==> src/rtl/fifo_wr_arbiter.sv <==
// Round-robin arbiter sharing one synchronous-FIFO write port among N_REQ producers.
// Issues one write at a time, waits for wr_ack/overflow or a timeout, then rotates priority.
module fifo_wr_arbiter #(
   parameter int unsigned FIFO_WIDTH  = 16,
   parameter int unsigned N_REQ       = 4,
   parameter int unsigned TIMEOUT_CYC = 15
) (
   input  logic                          clk,
   input  logic                          rst_n,
   input  logic [N_REQ-1:0]              req,
   input  logic [N_REQ*FIFO_WIDTH-1:0]   req_data,
   output logic [N_REQ-1:0]              done,
   output logic [N_REQ-1:0]              err,
   output logic [FIFO_WIDTH-1:0]         fifo_data_in,
   output logic                          fifo_wr_en,
   input  logic                          fifo_full,
   input  logic                          fifo_wr_ack,
   input  logic                          fifo_overflow,
   output logic                          busy,
   output logic [$clog2(N_REQ)-1:0]      grant_id,
   output logic [7:0]                    drop_cnt
);

   localparam int unsigned GW = $clog2(N_REQ);
   localparam int unsigned CW = $clog2(TIMEOUT_CYC + 1);
   localparam int unsigned DW = 8;

   typedef enum logic {
      S_IDLE = 1'b0,
      S_WAIT = 1'b1
   } state_e;

   state_e                state_q, state_d;
   logic [FIFO_WIDTH-1:0] data_q, data_d;
   logic                  wr_en_q, wr_en_d;
   logic [N_REQ-1:0]      done_q, done_d;
   logic [N_REQ-1:0]      err_q, err_d;
   logic                  busy_q, busy_d;
   logic [GW-1:0]         grant_q, grant_d;
   logic [CW-1:0]         cnt_q, cnt_d;
   logic [DW-1:0]         drop_q, drop_d;

   logic                  found;
   logic [GW-1:0]         winner;
   int unsigned           idx;
   logic                  sampling;
   logic                  timed_out;
   logic                  resp;

   // Cyclic search for the next requester, starting just after the last grant
   always_comb begin
      found  = 1'b0;
      winner = '0;
      idx    = 0;
      for (int unsigned k = 1; k <= N_REQ; k++) begin
         idx = (32'(grant_q) + k) % N_REQ;
         if (!found && req[GW'(idx)]) begin
            found  = 1'b1;
            winner = GW'(idx);
         end
      end
   end

   // Responses are ignored on the first WAIT edge; the FIFO answers one cycle after wr_en
   always_comb begin
      sampling  = (cnt_q != '0);
      timed_out = (cnt_q == CW'(TIMEOUT_CYC - 1));
      resp      = sampling && (fifo_wr_ack || fifo_overflow || timed_out);
   end

   // State register
   always_ff @(posedge clk or negedge rst_n) begin
      if (!rst_n) state_q <= S_IDLE;
      else        state_q <= state_d;
   end

   // Next-state logic
   always_comb begin
      state_d = state_q;
      case (state_q)
         S_IDLE:  if (found && !fifo_full) state_d = S_WAIT;
         S_WAIT:  if (resp) state_d = S_IDLE;
         default: state_d = S_IDLE;
      endcase
   end

   // Output / datapath next values
   always_comb begin
      data_d  = data_q;
      wr_en_d = 1'b0;
      done_d  = '0;
      err_d   = '0;
      busy_d  = 1'b0;
      grant_d = grant_q;
      cnt_d   = cnt_q;
      drop_d  = drop_q;
      case (state_q)
         S_IDLE: begin
            if (found && !fifo_full) begin
               data_d  = req_data[32'(winner)*FIFO_WIDTH +: FIFO_WIDTH];
               wr_en_d = 1'b1;
               grant_d = winner;
               cnt_d   = '0;
               busy_d  = 1'b1;
            end
         end
         S_WAIT: begin
            cnt_d  = cnt_q + CW'(1);
            busy_d = !resp;
            if (sampling) begin
               if (fifo_wr_ack) begin
                  done_d[grant_q] = 1'b1;
               end else if (fifo_overflow || timed_out) begin
                  err_d[grant_q] = 1'b1;
                  if (drop_q != {DW{1'b1}}) drop_d = drop_q + DW'(1);
               end
            end
         end
         default: ;
      endcase
   end

   // Registered outputs and counters
   always_ff @(posedge clk or negedge rst_n) begin
      if (!rst_n) begin
         data_q  <= '0;
         wr_en_q <= 1'b0;
         done_q  <= '0;
         err_q   <= '0;
         busy_q  <= 1'b0;
         grant_q <= GW'(N_REQ - 1);
         cnt_q   <= '0;
         drop_q  <= '0;
      end else begin
         data_q  <= data_d;
         wr_en_q <= wr_en_d;
         done_q  <= done_d;
         err_q   <= err_d;
         busy_q  <= busy_d;
         grant_q <= grant_d;
         cnt_q   <= cnt_d;
         drop_q  <= drop_d;
      end
   end

   assign fifo_data_in = data_q;
   assign fifo_wr_en   = wr_en_q;
   assign done         = done_q;
   assign err          = err_q;
   assign busy         = busy_q;
   assign grant_id     = grant_q;
   assign drop_cnt     = drop_q;

endmodule

==> config.mk <==
export PLATFORM = sky130hd
export DESIGN_NAME = fifo_wr_arbiter
export DESIGN_NICKNAME = d
export VERILOG_FILES = /design/src/rtl/fifo_wr_arbiter.sv
export SDC_FILE = /design/constraint.sdc
export NUM_CORES = 1
export LEC_CHECK = 0
export ABC_AREA = 1
export BUFFER_PORTS_ARGS = -buffer_cell sky130_fd_sc_hd__buf_2
export CORE_ASPECT_RATIO = 0.7
export CORE_MARGIN = 1.5
export CORE_UTILIZATION = 40
export CTS_CLUSTER_SIZE = 20
export DETAILED_ROUTE_END_ITERATION = 8
export PLACE_DENSITY = 0.78
export RECOVER_POWER = 50
export SETUP_SLACK_MARGIN = 0.3
export SYNTH_ARGS = -nofsm -noshare
export SYNTH_HDL_FRONTEND = slang
export SYNTH_SLANG_ARGS = --single-unit
==> constraint.sdc <==
create_clock -name clk -period 3.7 [get_ports clk]
set_input_delay 0.37 -clock clk [delete_from_list [all_inputs] [get_ports clk]]
set_output_delay 0.37 -clock clk [all_outputs]
set_load 0.02 [all_outputs]
==> reports/metrics.cfg <==
[worst_setup_path]
r2r_cells=11
startpoint_type=register
cp_data_arrival_time_ps=3120
cp-end-kind=register
crit_path_max_fanout=46
worstSetupPathType=register to register
critPathRequiredTime_ps=3870
cp_common_cell=nand3_1
crit_slowest_cell=dfstp_2
slowest_delay_ps=720
worstPathCellList=inv_8, ha_1, inv_1, nand3_2, nand2_2, nor2_4, nand3b_4, nand3_4, or2_2, nand3_1, nand3_1

[timing]
fmax_mhz=338.6
slew_violations=41
relSlewSlack=-0.3801
tightestPinTransition_ps=2070
hold_violations=0
fin_crit_ps=2954
setup_violations=0
fin_crit_sh=0.7983
rsz0062_at_grt=false
tns_ps=0
finalClockSkew_ps=6.193

[clocking]
cts.path.max_buffers=2
cts_made_buffers=5
cts_hold_buf=0
cts_resized=0
post_cts_buffers=0
cts_tree=done
clk_latency_ps=290
cts_sinks=40
htree_levels=2
clk_pin_slew_ps=70
clock-root-buffer=clkbuf_8

[synthesis]
synth_flop_cell=dfrtp_1
synth_edf_count=0
seq_area_frac_synth=0.3621
ys_ff_latch=40
ys_types=39
synth_area_mm2=0.002771
async_reset_ff_frac=1.000
synth_warnings=0
syn-num-nets=446
netlist_instances=365
syn_area_per_cell_um2=7.593

[floorplan]
fp.dieH_um=72.64
core_mm2=0.006725
start_util=0.4121
rows=25
fp.dieW_um=102.5
die_area_mm2=0.007445
ios=109

[min_path]
worstHoldPathType=input pin to register
hold_depth=5

[power]
leakagePower_nw=1.951
power_density_mw_per_mm2=943.4
irDropWorstVdd_uv=489.4

[drt]
route.detailed.drc=0
wire_per_inst_um=11.66
ant_nets=0
drtPass1Iterations=5
wirelength_um=6552
vias_per_cell=4.632
dr_total_vias=2603
drt-initial-drc-count=103

[status]
outcome=complete, but fails checks
violations=max-capacitance violations, max-slew violations

[layout]
final.fill_count=673
drive_gt1_frac=0.2991
post-route-util=0.5031
layout.nets=548
n_antenna_cell=0
synthToLayoutAreaGrowth_pct=22.08

[global_routing]
grt_overflow_total=0
grt_first_pass_wirelength_um=10500
antenna_found_initial=0
grt_pass1_vias=2392
grt_max_degree=47
grt_usage=0.1804

[placed_design]
portBuffers=108
gp_congestion=0.8357
hpwl_um=5129

[run]
drv_cap=1

cells by family after synthesis:
logic type      share of synthesized area
compound gates                    0.02754
xor+xnor                          0.02212
fa+ha+maj                         0.03612
buf+inv                            0.1147
flops                              0.3621
simple gates                       0.4375
cells in the mapped netlist, types with 3 or more instances:
cell type / instances / area, µm²
xor2_1: 3 / 26.28
nand3_1: 47 / 235.2
nand2_2: 9 / 56.30
ha_1: 8 / 100.1
inv_1: 49 / 183.9
nor2_1: 9 / 33.78
a21oi_1: 3 / 15.01
buf_2: 3 / 15.01
buf_4: 3 / 22.52
nand4_1: 8 / 50.05
dfrtp_1: 38 / 950.9
nand2_4: 4 / 45.04
xnor2_1: 4 / 35.03
or2_2: 6 / 37.54
or2_1: 6 / 37.54
buf_6: 5 / 56.30
nand2_1: 119 / 446.7
nor3_1: 4 / 20.02
nand3_2: 12 / 120.1
where the power goes:
group	leakage, nW	switching (W)	total, W	internal (W)
clock	0.0455	0.000140	0.000292	0.000152
sequential	0.515	0.000151	0.000756	0.000604
combinational	1.39	0.00143	0.00214	0.000711
total	1.95	0.00172	0.00319	0.00147
metrics by stage:
step	instances	total power, W	setup slack [ps]	hold slack (ps)	instance area, µm²
2_1_floorplan	365	0.002589	1373	74.41	2771
5_1_grt	562	0.003511	539.8	398.7	3383
4_1_cts	562	0.003228	743.4	216.4	3407
6_report	562	0.003192	746.5	389.3	3383
3_5_place_dp	554	0.002924	757.2	479.0	3317
3_3_place_gp	554	0.002854	913.8	459.9	3317
cell type report:
class	count	area, µm²	area share
Timing Repair Buffer	108	516.7	0.1527
Clock buffer	8	90.09	0.02663
Sequential cell	40	1003	0.2966
Multi-Input combinational cell	260	1450	0.4286
Tap cell	94	117.6	0.03476
Inverter	52	205.2	0.06065
placed cells by master, fill, tap and decap left out, types with 2 or more instances in the layout:
cell | Yosys | routed
nor2_4 | 2 | 2
xor2_1 | 3 | 3
clkbuf_8 | 0 | 6
o21ai_0 | 2 | 2
nand3_4 | 2 | 2
buf_2 | 3 | 89
or2_0 | 2 | 2
a21oi_1 | 3 | 3
nand4_1 | 8 | 8
nand3_2 | 12 | 12
inv_1 | 49 | 49
nor2_1 | 9 | 9
dfrtp_1 | 38 | 38
or2_2 | 6 | 6
xnor2_1 | 4 | 4
nand2_4 | 4 | 4
dfstp_2 | 2 | 2
clkbuf_1 | 1 | 21
or2_1 | 6 | 6
nand2_2 | 9 | 9
nand3_1 | 47 | 47
nand2_1 | 119 | 119
ha_1 | 8 | 8
nor3_1 | 4 | 4
final timing paths:
check,from,to,slack (ps)
setup / recovery,grant_id[0],fifo_data_in[2],750
hold / removal,req_data[40],fifo_data_in[8],390
setup reg to reg,grant_id[0],fifo_data_in[2],750
hold reg to reg,fifo_data_in[0],fifo_data_in[0],490
max in group asynchronous,rst_n,fifo_data_in[11],1840
min in group asynchronous,rst_n,err[2],680
flip-flops by register name, summed over array words and instances, names as in the netlist:
signal and cells:
drop_cnt 8, err 4, cnt_q 4, fifo_data_in 16
busy 1, grant_id 2, done 4, fifo_wr_en 1
routing by layer:
layer | part of all wire | track usage | up-vias
li1 | - | - | 1347
met1 | 0.47 | 0.2420 | 1146
met2 | 0.45 | 0.2892 | 102
met3 | 0.067 | 0.04310 | 8
met4 | 0.011 | 0.05632 | 0
met5 | 0 | 0 | -
critical path: cells and delay by family (launching register included):
family | cells | cell delay, ps
buffers and inverters | 2 | 230
flip-flops | 1 | 720
AND/OR/NAND/NOR | 8 | 1500
adder cells (fa/ha/maj) | 1 | 370
No activity file was read; power rests on OpenSTA's default activity.
